==> config.mk <==
export PLATFORM = sky130hd
export DESIGN_NAME = fifo_rd_packer_flat
export DESIGN_NICKNAME = d
export VERILOG_FILES = /design/src/rtl/fifo_pkg.sv /design/src/rtl/fifo_rd_packer_if.sv /design/src/rtl/fifo_rd_packer.sv /design/src/flat_wrapper.sv
export SDC_FILE = /design/constraint.sdc
export NUM_CORES = 1
export LEC_CHECK = 0
export CAP_MARGIN = 20
export CELL_PAD_IN_SITES_DETAIL_PLACEMENT = 0
export CELL_PAD_IN_SITES_GLOBAL_PLACEMENT = 1
export CORE_MARGIN = 8
export CORE_UTILIZATION = 52
export CTS_BUF_LIST = sky130_fd_sc_hd__clkbuf_8
export CTS_CLUSTER_DIAMETER = 200
export DETAILED_ROUTE_END_ITERATION = 16
export DONT_BUFFER_PORTS = 1
export PLACE_DENSITY = 0.83
export SYNTH_ARGS = -nofsm -noshare
export SYNTH_HDL_FRONTEND = slang
export SYNTH_SLANG_ARGS = --single-unit
==> constraint.sdc <==
create_clock -name clk -period 2.7 [get_ports clk]
set_input_delay 0.135 -clock clk [delete_from_list [all_inputs] [get_ports clk]]
set_output_delay 0.135 -clock clk [all_outputs]
set_load 0.05 [all_outputs]
==> src/rtl/fifo_pkg.sv <==
// Shared definitions for the narrow FIFO and its wide read-side packer.
// Holds the default geometry, the fixed FIFO read latency and the packer FSM states.
package fifo_pkg;

    // Default geometry shared by the FIFO and the packer
    localparam int unsigned DEFAULT_DATA_WIDTH = 2;
    localparam int unsigned DEFAULT_LANES      = 4;

    // FIFO data_out is valid exactly this many cycles after rd
    localparam int unsigned RD_LATENCY = 1;

    // Packer FSM: collect lanes, then present the packed word
    typedef enum logic {
        FILL = 1'b0,
        HOLD = 1'b1
    } pack_state_e;

    // Width of a counter that must be able to hold the value 'lanes'
    function automatic int unsigned lane_cnt_width(input int unsigned lanes);
        return $clog2(lanes + 1);
    endfunction

endpackage

==> src/rtl/fifo_rd_packer_if.sv <==
// Bundle between the FIFO read side, the packer and the wide consumer.
// master: the packer (drives fifo_rd and the output stream).
// slave:  the environment (FIFO read port plus wide consumer).
// The flush signal exists only when PACK_FLUSH_EN is defined.
interface fifo_rd_packer_if
    import fifo_pkg::*;
#(
    parameter int unsigned DATA_WIDTH = DEFAULT_DATA_WIDTH,
    parameter int unsigned LANES      = DEFAULT_LANES
);

    localparam int unsigned OUT_WIDTH = DATA_WIDTH * LANES;
    localparam int unsigned CNT_W     = lane_cnt_width(LANES);

    // FIFO read side
    logic                  fifo_empty;
    logic [DATA_WIDTH-1:0] fifo_data;
    logic                  fifo_rd;

    // Wide output stream
    logic                  out_valid;
    logic                  out_ready;
    logic [OUT_WIDTH-1:0]  out_data;
    logic [CNT_W-1:0]      out_lanes;

`ifdef PACK_FLUSH_EN
    logic                  flush;

    modport master (
        input  fifo_empty, fifo_data, out_ready, flush,
        output fifo_rd, out_valid, out_data, out_lanes
    );

    modport slave (
        output fifo_empty, fifo_data, out_ready, flush,
        input  fifo_rd, out_valid, out_data, out_lanes
    );
`else
    modport master (
        input  fifo_empty, fifo_data, out_ready,
        output fifo_rd, out_valid, out_data, out_lanes
    );

    modport slave (
        output fifo_empty, fifo_data, out_ready,
        input  fifo_rd, out_valid, out_data, out_lanes
    );
`endif

endinterface

==> src/rtl/fifo_rd_packer.sv <==
// Pops DATA_WIDTH-bit entries from the narrow FIFO and packs LANES of them into one
// wide word presented on a valid/ready stream. First-popped entry lands in the LSBs.
// Optional feature macro: PACK_FLUSH_EN adds a flush input that closes a partial word.
module fifo_rd_packer
    import fifo_pkg::*;
#(
    parameter int unsigned DATA_WIDTH = DEFAULT_DATA_WIDTH,
    parameter int unsigned LANES      = DEFAULT_LANES
) (
    input  logic              clk,
    input  logic              rst,
    fifo_rd_packer_if.master  bus
);

    localparam int unsigned      OUT_WIDTH = DATA_WIDTH * LANES;
    localparam int unsigned      CNT_W     = lane_cnt_width(LANES);
    localparam logic [CNT_W-1:0] LANES_CNT = CNT_W'(LANES);
    localparam logic [CNT_W-1:0] CNT_ONE   = CNT_W'(1);

    // Elaboration-time guards on the geometry and the FIFO timing this block assumes
    if (LANES < 2) begin : g_bad_lanes
        $error("fifo_rd_packer: LANES must be at least 2");
    end
    if (RD_LATENCY != 1) begin : g_bad_latency
        $error("fifo_rd_packer: only a FIFO read latency of 1 is supported");
    end

    pack_state_e           r_state;
    pack_state_e           w_state_next;
    logic [CNT_W-1:0]      r_issued;
    logic [CNT_W-1:0]      r_captured;
    logic                  r_rd_pend;
    logic [OUT_WIDTH-1:0]  r_lanes;
    logic                  r_out_valid;
    logic [CNT_W-1:0]      r_out_lanes;

    logic                  w_fifo_rd;
    logic                  w_handshake;
    logic [CNT_W-1:0]      w_captured_next;
    logic                  w_word_full;
    logic                  w_close;

    // Accepted word leaves the block; out_ready alone is ignored
    assign w_handshake     = r_out_valid && bus.out_ready;

    // Lane count after this edge, counting the entry whose data arrives now
    assign w_captured_next = r_captured + CNT_W'(r_rd_pend);

    // The capture landing on this edge fills the last lane
    assign w_word_full     = (r_state == FILL) && r_rd_pend && (w_captured_next == LANES_CNT);

`ifdef PACK_FLUSH_EN
    logic r_flush_req;
    logic w_flush_accept;

    // A flush only means something once at least one entry has been issued, and a
    // flush coinciding with a natural word close is redundant
    assign w_flush_accept = (r_state == FILL) && bus.flush && !r_flush_req &&
                            (w_captured_next != '0) && !w_word_full;

    // With reads blocked by the request, the only entry still in flight (if any) is
    // captured on this edge, so the word can be closed on the same edge
    assign w_close = w_word_full || ((r_state == FILL) && r_flush_req);

    // Flush request: latched in FILL, released only by the handshake
    always_ff @(posedge clk or posedge rst) begin
        if (rst) begin
            r_flush_req <= 1'b0;
        end else if (w_handshake) begin
            r_flush_req <= 1'b0;
        end else if (w_flush_accept) begin
            r_flush_req <= 1'b1;
        end
    end
`else
    assign w_close = w_word_full;
`endif

    // State register
    always_ff @(posedge clk or posedge rst) begin
        if (rst) begin
            r_state <= FILL;
        end else begin
            r_state <= w_state_next;
        end
    end

    // Next-state logic: FILL until the word closes, HOLD until it is accepted
    always_comb begin
        w_state_next = r_state;
        unique case (r_state)
            FILL: if (w_close)     w_state_next = HOLD;
            HOLD: if (w_handshake) w_state_next = FILL;
        endcase
    end

    // FSM output: read strobe, never raised against an empty FIFO or a full issue count
    always_comb begin
        w_fifo_rd = 1'b0;
        if ((r_state == FILL) && !bus.fifo_empty && (r_issued < LANES_CNT)) begin
            w_fifo_rd = 1'b1;
        end
`ifdef PACK_FLUSH_EN
        if (r_flush_req) begin
            w_fifo_rd = 1'b0;
        end
`endif
    end

    // Read-pending flag: registered copy of the strobe, marks data arriving next edge
    always_ff @(posedge clk or posedge rst) begin
        if (rst) begin
            r_rd_pend <= 1'b0;
        end else begin
            r_rd_pend <= w_fifo_rd;
        end
    end

    // Issue/capture counters, lane register and output stream registers
    always_ff @(posedge clk or posedge rst) begin
        if (rst) begin
            r_issued    <= '0;
            r_captured  <= '0;
            r_lanes     <= '0;
            r_out_valid <= 1'b0;
            r_out_lanes <= '0;
        end else if (w_handshake) begin
            // Clearing lanes here keeps unused upper lanes at zero on a short word
            r_issued    <= '0;
            r_captured  <= '0;
            r_lanes     <= '0;
            r_out_valid <= 1'b0;
        end else begin
            if (w_fifo_rd) begin
                r_issued <= r_issued + CNT_ONE;
            end
            if (r_rd_pend) begin
                for (int unsigned i = 0; i < LANES; i++) begin
                    if (r_captured == CNT_W'(i)) begin
                        r_lanes[i*DATA_WIDTH +: DATA_WIDTH] <= bus.fifo_data;
                    end
                end
                r_captured <= w_captured_next;
            end
            if (w_close) begin
                r_out_valid <= 1'b1;
                r_out_lanes <= w_captured_next;
            end
        end
    end

    assign bus.fifo_rd   = w_fifo_rd;
    assign bus.out_valid = r_out_valid;
    assign bus.out_data  = r_lanes;
    assign bus.out_lanes = r_out_lanes;

endmodule
==> src/flat_wrapper.sv <==
// flat-port wrapper written by rule: the top's interface ports become plain ports
module fifo_rd_packer_flat import fifo_pkg::*;
#(
    parameter int unsigned DATA_WIDTH = DEFAULT_DATA_WIDTH,
    parameter int unsigned LANES      = DEFAULT_LANES
)
  (clk, rst, bus_fifo_empty, bus_fifo_data, bus_out_ready, bus_fifo_rd, bus_out_valid, bus_out_data, bus_out_lanes);
  fifo_rd_packer_if #(.DATA_WIDTH(DATA_WIDTH), .LANES(LANES)) bus_i ();
  input  logic clk;
  input  logic rst;
  input wire logic [$bits(bus_i.fifo_empty)-1:0] bus_fifo_empty;
  input wire logic [$bits(bus_i.fifo_data)-1:0] bus_fifo_data;
  input wire logic [$bits(bus_i.out_ready)-1:0] bus_out_ready;
  output wire logic [$bits(bus_i.fifo_rd)-1:0] bus_fifo_rd;
  output wire logic [$bits(bus_i.out_valid)-1:0] bus_out_valid;
  output wire logic [$bits(bus_i.out_data)-1:0] bus_out_data;
  output wire logic [$bits(bus_i.out_lanes)-1:0] bus_out_lanes;
  assign bus_i.fifo_empty = bus_fifo_empty;
  assign bus_i.fifo_data = bus_fifo_data;
  assign bus_i.out_ready = bus_out_ready;
  assign bus_fifo_rd = bus_i.fifo_rd;
  assign bus_out_valid = bus_i.out_valid;
  assign bus_out_data = bus_i.out_data;
  assign bus_out_lanes = bus_i.out_lanes;
  fifo_rd_packer #(.DATA_WIDTH(DATA_WIDTH), .LANES(LANES)) u_core (.clk(clk), .rst(rst), .bus(bus_i));
endmodule
==> results.cfg <==
[setup_path]
timing.rr.end = u_core.bus.out_lanes[1]
worstSetupStartpointType = flop
required_ns = 2.84
crit_path_end_kind = flop
r2r_slack_ns = 0.73
crit_arrival_ns = 2.11
cp_max_fo = 10
r2r-start = u_core.r_rd_pend
critical_path_class = reg -> reg
r2r_cells = 4

[yosys]
synth_fp_nets = 86
synth_top_area_share_pct = 50.9
synth_cell_types = 27
synthArstFlopShare_pct = 100
synth_seq_cells = 20
synth.cell_area_um2 = 983
yosysMostFrequentCell = dfrtp_1
synth_top_cell_by_area = dfrtp_1
ys_dominant_reg_cell = dfrtp_1
synth_area_leaders = dfrtp_1 51%, a21bo_2 11%, mux2i_1 10%
synthCells = 77
syn_avg_cell_area_um2 = 12.8
synth_common_cells = 20 x dfrtp_1, 11 x a21bo_2, 10 x mux2i_1, 4 x o31ai_1
synth_edf_count = 0
synth_warnings = 0
yosysSeqAreaShare_pct = 50.9

[cells_and_area]
layout-drive-gt1-share_pct = 24.4
syn_to_final_growth_pct = 7.38
final_cells = 103
diodes = 0
n_fill_cell = 160
nNetsFinal = 89

[global_routing]
grt_pass1_wl_um = 2900
grt_max_degree = 21
grt_usage_pct = 10.8
grt_pass1_vias = 637
gr-total-overflow = 0
antenna_found_initial = 0

[floorplanning]
row_count = 15
die_x_um = 59.5
coreArea_um2 = 1750
ios = 19
fp.dieArea_um2 = 3540
fp.dieH_um = 59.5
start_util_pct = 56.3

[route]
wl_met1_um = 800
routed_wl_um = 1670
topRoutingLayerUsed = met4
dr.pass1.iters = 4
vias_per_cell = 5.82
drc_errors = 0
first_iter_violations = 22
wl_met2_um = 720
wl_met3_um = 123
dr_total_vias = 599
ant_nets = 0
wl_per_cell_um = 16.2

[place]
routabilityCongestion = 0.667
dp_cells = 99
dp_slack_ns = 0.737
dp_hpwl_um = 1240
numPortBuffers = 0

[clocking]
clock-sinks = 20
numCtsBuffers = 3
h-tree-depth = 1
insertion_delay_ns = 0.25
ctsHoldBuffers = 1
post-cts-setup-buffers = 0
cts_root_buf = clkbuf_8
cts_resized = 0
clock_path_buffers = 2
clk_pin_slew_ns = 0.07
cts_tree = built

[power_and_ir_drop]
switchingPower_mw = 0.513
p_per_area_nw_per_um2 = 1130
pwr-share-clk_pct = 15.5
leakage_nw = 0.494
seqPwrFrac_pct = 60.9
pwr-share-comb_pct = 23.6
fin_total_pwr_mw = 1.19
ir_drop_mv = 0.693
netSwitchingFraction_pct = 43.1
internal-power_mw = 0.678

[outcome]
status = finished clean

[min_path]
min_to = u_core.bus.out_valid
min_from = bus_out_ready
hp-class = in -> reg
hold_depth = 2

[run]
drv_cap = 0

[timing]
finalSetupTns_ns = 0
worst_slew_pin_slew_ns = 0.885
slew_viol_final = 0
hold_viol = 0
rsz0062_at_grt = false
skew_ns = 0.00378
fin_ws_ns = 0.732
min_period_over_period_pct = 72.9
min_period_ns = 1.97
fmax_mhz = 508
finalSetupViolations = 0
whs_ns = 0.0530
max_slew_margin_pct = 40.6
cells in the final DEF, fill, tap and decap left out:
cell / instances
a21bo_2: 11
or4b_4: 1
o21a_1: 1
nor3b_1: 1
inv_1: 2
nor3_2: 1
clkbuf_8: 3
xnor2_1: 1
and2_1: 1
nand4bb_1: 1
dfrtp_1: 20
a21oi_1: 3
or4_1: 1
buf_4: 1
o31ai_1: 4
nand2_1: 1
mux2i_1: 10
and4bb_2: 1
o31a_1: 2
ha_1: 3
or4b_1: 1
or4b_2: 1
nand2b_1: 1
nand4b_1: 1
o2bb2ai_1: 1
dlygate4sd3_1: 1
nand3b_1: 1
nor2_1: 2
area by class of cell:
class / count / area (um2) / area share, %
Clock buffer: 3 / 41.3 / 3.91
Timing Repair Buffer: 2 / 17.5 / 1.66
Inverter: 2 / 7.51 / 0.711
Sequential cell: 20 / 500 / 47.4
Multi-Input combinational cell: 51 / 458 / 43.4
Tap cell: 25 / 31.3 / 2.96
per-layer routing:
metal  up-vias  global-route usage (%)
met5         -                       0
li1        293                       -
met1       290                    13.1
met2        14                    16.0
met3         2                    4.34
met4         0                    5.10
registers in the layout, summed over array words and instances (netlist names):
name / count
u_core.r_captured: 3
u_core.bus.out_data: 8
u_core.r_state: 1
u_core.bus.out_lanes: 3
u_core.r_rd_pend: 1
u_core.bus.out_valid: 1
u_core.r_issued: 3
kinds of logic after synthesis:
logic type | Yosys count | share of synthesized area (%)
compound gates | 22 | 19.2
xor+xnor | 1 | 0.891
fa+ha+maj | 3 | 3.82
buf+inv | 6 | 3.05
flops | 20 | 50.9
mux | 10 | 10.2
simple gates | 15 | 12.0
power by group through the flow:
stage / Sequential, mW / Combinational, mW / Clock [mW]
floorplan: 0.695 / 0.261 / 0
global placement: 0.728 / 0.278 / 0
detailed placement: 0.734 / 0.286 / 0
CTS: 0.728 / 0.287 / 0.196
global route: 0.746 / 0.321 / 0.206
finish: 0.725 / 0.282 / 0.185
worst max path at each step:
stage	startpoint	endpoint	slack, ns	cells past startpoint
after global routing	u_core.r_rd_pend	u_core.bus.out_lanes[1]	0.65	4
after CTS	u_core.r_rd_pend	u_core.bus.out_lanes[1]	0.73	4
after global placement	u_core.r_rd_pend	u_core.bus.out_lanes[0]	0.77	4
final	u_core.r_rd_pend	u_core.bus.out_lanes[1]	0.73	4
after floorplan	u_core.r_state	u_core.r_rd_pend	0.89	1
after detailed placement	u_core.r_rd_pend	u_core.bus.out_lanes[0]	0.74	4
critical path, stage by stage (launching register included):
cell,delay (ns)
dfrtp_1,0.48
ha_1,0.24
ha_1,0.29
or4b_4,0.56
o31a_1,0.29
metrics by stage:
step / util [%] / instance area (um2)
5_1_grt: 60.5 / 1060
3_5_place_dp: 57.6 / 1000
4_1_cts: 60.5 / 1060
6_report: 60.5 / 1060
3_3_place_gp: 57.6 / 1000
2_1_floorplan: - / 983
Note: power is estimated with default switching activity, not from simulation.
